### src/rtl/fb_line_reader.sv
// fb_line_reader: raster-order framebuffer readback over call/done, FIFO-buffered valid/ready pixel stream; ports CLOCK/RESET, iStart/oBusy, oCall/oAddr/iDone/iData, oPixData/oPixValid/iPixReady, oFrameDone; FB_READER_LOOP_EN enables continuous frames
module fb_line_reader #(
  parameter int H_PIXELS   = 320,
  parameter int V_LINES    = 240,
  parameter int CX_W       = 9,
  parameter int CY_W       = 15,
  parameter int FIFO_DEPTH = 8
) (
  input  logic                 CLOCK,
  input  logic                 RESET,
  input  logic                 iStart,
  output logic                 oBusy,
  output logic                 oCall,
  output logic [CX_W+CY_W-1:0] oAddr,
  input  logic                 iDone,
  input  logic [15:0]          iData,
  output logic [15:0]          oPixData,
  output logic                 oPixValid,
  input  logic                 iPixReady,
  output logic                 oFrameDone
);
  localparam int PW = $clog2(FIFO_DEPTH);
  typedef enum logic [1:0] {IDLE, REQ, NEXT, DRAIN} state_t;
  state_t r_state, w_state;
  logic [CX_W-1:0] r_cx, w_cx;
  logic [CY_W-1:0] r_cy, w_cy;
  logic r_call, w_call, w_fdone, w_push, w_pop, w_last_x, w_last_y, w_space;
  logic r_busy, r_fdone;
  logic [CX_W+CY_W-1:0] r_addr;
  logic [15:0] r_mem [FIFO_DEPTH];
  logic [PW-1:0] r_wp, r_rp;
  logic [PW:0] r_cnt;
  assign w_last_x = r_cx == CX_W'(H_PIXELS - 1);
  assign w_last_y = r_cy == CY_W'(V_LINES - 1);
  assign w_space = r_cnt < (PW+1)'(FIFO_DEPTH);
  assign oPixValid = r_cnt != '0;
  assign oPixData = oPixValid ? r_mem[r_rp] : '0;
  assign w_pop = oPixValid & iPixReady;
  assign oCall = r_call;
  assign oAddr = r_addr;
  assign oBusy = r_busy;
  assign oFrameDone = r_fdone;
  always_comb begin
    w_state = r_state;
    w_call = r_call;
    w_cx = r_cx;
    w_cy = r_cy;
    w_fdone = 1'b0;
    w_push = 1'b0;
    case (r_state)
      IDLE: w_state = iStart ? REQ : IDLE;
      REQ: begin
        // a call is only raised with FIFO room, so a push never meets a full FIFO
        if (r_call && iDone) begin
          w_push = 1'b1;
          w_call = 1'b0;
          w_state = NEXT;
        end else if (!r_call && w_space) w_call = 1'b1;
      end
      NEXT: begin
        w_state = (w_last_x && w_last_y) ? DRAIN : REQ;
        w_cx = w_last_x ? '0 : r_cx + 1'b1;
        w_cy = (w_last_x && !w_last_y) ? r_cy + 1'b1 : r_cy;
      end
      DRAIN: begin
        if (r_cnt == '0) begin
          w_fdone = 1'b1;
          w_cx = '0;
          w_cy = '0;
`ifdef FB_READER_LOOP_EN
          w_state = REQ;
`else
          w_state = IDLE;
`endif
        end
      end
      default: w_state = IDLE;
    endcase
  end
  always_ff @(posedge CLOCK) begin
    if (RESET) begin
      r_state <= IDLE;
      r_call <= 1'b0;
      r_addr <= '0;
      r_cx <= '0;
      r_cy <= '0;
      r_busy <= 1'b0;
      r_fdone <= 1'b0;
      r_wp <= '0;
      r_rp <= '0;
      r_cnt <= '0;
    end else begin
      r_state <= w_state;
      r_call <= w_call;
      if (w_call && !r_call) r_addr <= {r_cy, r_cx};
      r_cx <= w_cx;
      r_cy <= w_cy;
      r_busy <= w_state != IDLE;
      r_fdone <= w_fdone;
      if (w_push) r_wp <= r_wp + 1'b1;
      if (w_pop) r_rp <= r_rp + 1'b1;
      r_cnt <= r_cnt + (PW+1)'(w_push) - (PW+1)'(w_pop);
    end
  end
  always_ff @(posedge CLOCK) begin
    if (!RESET && w_push) r_mem[r_wp] <= iData;
  end
endmodule

### config.mk
export PLATFORM = sky130hd
export DESIGN_NAME = fb_line_reader
export DESIGN_NICKNAME = d
export VERILOG_FILES = /design/src/rtl/fb_line_reader.sv
export SDC_FILE = /design/constraint.sdc
export NUM_CORES = 1
export LEC_CHECK = 0
export BUFFER_PORTS_ARGS = -buffer_cell sky130_fd_sc_hd__buf_2
export CAP_MARGIN = 20
export CORE_UTILIZATION = 45
export DETAILED_ROUTE_END_ITERATION = 12
export PLACE_DENSITY = 0.64
export SETUP_SLACK_MARGIN = 0.02
export SLEW_MARGIN = 10
export SYNTH_ARGS = -nofsm -noshare
export SYNTH_HDL_FRONTEND = slang
export SYNTH_SLANG_ARGS = --single-unit
### constraint.sdc
create_clock -name CLOCK -period 4 [get_ports CLOCK]
set_clock_uncertainty 0.1 [all_clocks]
set_input_delay 0.4 -clock CLOCK [delete_from_list [all_inputs] [get_ports CLOCK]]
set_output_delay 0.4 -clock CLOCK [all_outputs]
set_load 0.01 [all_outputs]
==> metrics.txt <==
initial antenna violation count=1; Worst Hold Class=input pin to register; Skew-Pair Late Insertion Delay=0.43 ns; Setup-failing EPs final=0; clk sinks=roughly 190; vias=4,695; Worst Hold Launch=iData[6]; Residual DRC=0; first-pass GRT wire length=24.9 mm; sequential cell area fraction in the yosys report=66.4%; Cell Pwr Density=534 nW/µm²; Max VDD drop=311 µV; Tot GR Track Use=18.7%; synthesis-stage register bit count=between 150 and 200; Layout Nets=660; non-filler cells in the finished layout=863; critical path endpoint category=primary output; Die Wd=134 µm; Reg2Reg Setup Slack=1.39 ns; final hold vios=0; CTS tree=built; post-CTS setup repair buffer count=0; period utilisation layout=68.6%; Post-CTS Hold Buffers=0; P&R area growth vs syn=14.6%; Port Buf Inserts=64; LEAKAGE=3.00 nW; Ys Warns=0; initial drt markers=approximately 310; worst hold path cell count=1; area of the multi-input gates=2450 µm²; # resized after CTS=0; max-slew violations=0; setup TNS=0 ns; worst r2r path cells=14; Syn Area/Cell=13.9 µm²; DRT antenna net count=0; status=finished, final reports clean; number of I/O pins=65; net count after synthesis=593; ys async rst share=0%; length of the first detailed-routing pass in iterations=4; number of enable flip-flop cells after synthesis=128; routed length per instance=between 15 and 20 µm; area of the die=17,800 µm²; max_slew headroom=33.1%; Worst R2R End=r_cnt[2]; die height=134 µm; Hold Slack=0.131 ns; Slew @ Worst Pin=1.00 ns; vias per cell=~5.4; DP Wirelength=9.81 mm; CORE AREA=about 17,000 µm²; crit path max fanout=14; kind of critical path=register to primary output; register area=5170 µm²; RD Place Congestion=0.872; Cells after Synth=about 560; CP arrival=about 2.3 ns; htree depth=4; Final Util=53.2%; number of fill cells=~1,400; vias in the first global route=between 4,000 and 5,000; Req. time, crit path=3.50 ns; largest net degree at the start of global routing=56; placed cell count=830; RSZ-0062 raised after global routing=false; ys flop type=edfxtp_1; share of layout cells above drive strength 1=about a quarter; clock-pin slew of the registers on the worst-case setup and hold paths=about 0.080 ns; cts bufs inserted=17; total grt overflow=0; Netlist cell types=50; Initial Util=~46%; post-layout minimum cycle time=2.75 ns; Max Cap Violations=0; startpoint types=register; Cell Rows=47; reg2reg start=r_cnt[3]; synthesized area=7780 µm²; clk root buf=clkbuf_16; CTS Buffer Depth=2; end of the worst hold path=r_mem[7][6]; Total Wirelength=between 15 and 20 mm; Max Clock Freq=0.364 GHz
==> metrics by stage <==
stage	instance area, µm²	total power, mW	setup WS (ns)
2_1_floorplan	7780	2.94	1.07
3_3_place_gp	8370	3.21	1.49
3_5_place_dp	8370	3.24	1.38
4_1_cts	8920	4.82	1.19
5_1_grt	8920	4.98	1.07
6_report	8920	4.76	1.25
==> worst max-delay path, cell delays in order (launching register included) <==
cell and delay (ns):
dfxtp_2 0.49, buf_4 0.35, mux4_2 0.55, mux2i_1 0.22
nor2_1 0.06, buf_2 0.14
==> registers in the layout, indices dropped and copies added, names as in the netlist, named ones only <==
name	count
r_cy	15
r_mem	128
r_state	2
oCall	1
r_rp	3
oAddr	24
oBusy	1
oFrameDone	1
r_wp	3
r_cnt	4
r_cx	9
==> cell usage after synthesis (all sizes together) (2+ instances only) <==
cell    instances  area share [%]
and3            7            0.56
buf            13             1.1
nand2b          3            0.24
or2             2            0.16
mux2i          16             2.1
ha              9             1.4
or4             8            0.82
or3            10            0.80
clkbuf         17            0.82
o21ai          14            0.90
a21oi          50             3.2
inv            13            0.66
nor2           40             1.9
a31oi           2            0.16
a311oi          2            0.23
nand3          13            0.96
edfxtp        128              49
nor2b           3            0.24
nor3            7            0.45
o31ai           4            0.39
xor2            4            0.45
mux4           32             9.3
nor4            3            0.24
xnor2           2            0.23
dfxtp          66              17
nand2          72             3.5
and2            2            0.16
nor3b           5            0.55
==> worst max path at each step <==
stage,startpoint,endpoint,slack [ns],depth (start not counted)
after CTS,register,oPixData[13],1.19,5
after global placement,r_cnt[3],r_cnt[2],1.49,14
final,register,oPixData[13],1.25,5
after global routing,register,oPixData[13],1.07,5
after detailed placement,r_cnt[3],r_cnt[2],1.38,14
after floorplan,r_state[0],r_mem[2][0],1.07,5
==> layout make-up <==
type                            instances  share of cell area (%)
Inverter                               13                   0.575
Multi-Input combinational cell        325                    27.5
Timing Repair Buffer                   78                    4.77
Antenna cell                            1                  0.0280
Clock inverter                         13                    1.33
Sequential cell                       194                    57.9
Tap cell                              220                    3.08
Clock buffer                           19                    4.85
==> report_power, final <==
group	switching [mW]	internal, mW
clock network	0.776	0.820
logic	0.515	0.437
registers	0.0440	2.17
==> per-layer routing <==
| metal | track usage [%] | part of all wire (%) |
|---|---|---|
| met5 | 0 | 0 |
| met4 | 7.13 | 1.2 |
| met3 | 3.88 | 3.6 |
| met2 | 30.5 | 50 |
| met1 | 24.5 | 46 |
==> logic make-up (layout without fill, tap and decap cells) <==
group	Yosys count	after routing	share of synthesized area (%)
AO/OA/AOI/OAI	82	82	6.27
XOR/XNOR	6	6	0.675
adder cells (fa/ha/maj)	10	10	1.70
buffers and inverters	43	123	2.60
flip-flops	194	194	66.4
multiplexers	48	48	11.3
other	0	1	0
AND/OR/NAND/NOR	179	179	11.1
==> cell usage in the layout, fill, tap and decap left out, types with 11 or more instances in the layout <==
master     count
a21oi_1       50
buf_2         64
buf_4         14
clkbuf_16     17
dfxtp_1       65
edfxtp_1     128
mux2i_1       16
mux4_2        32
nand2_1       72
nand3_1       11
nor2_1        40
o21ai_0       14
Note: power is estimated with default switching activity, not from simulation.
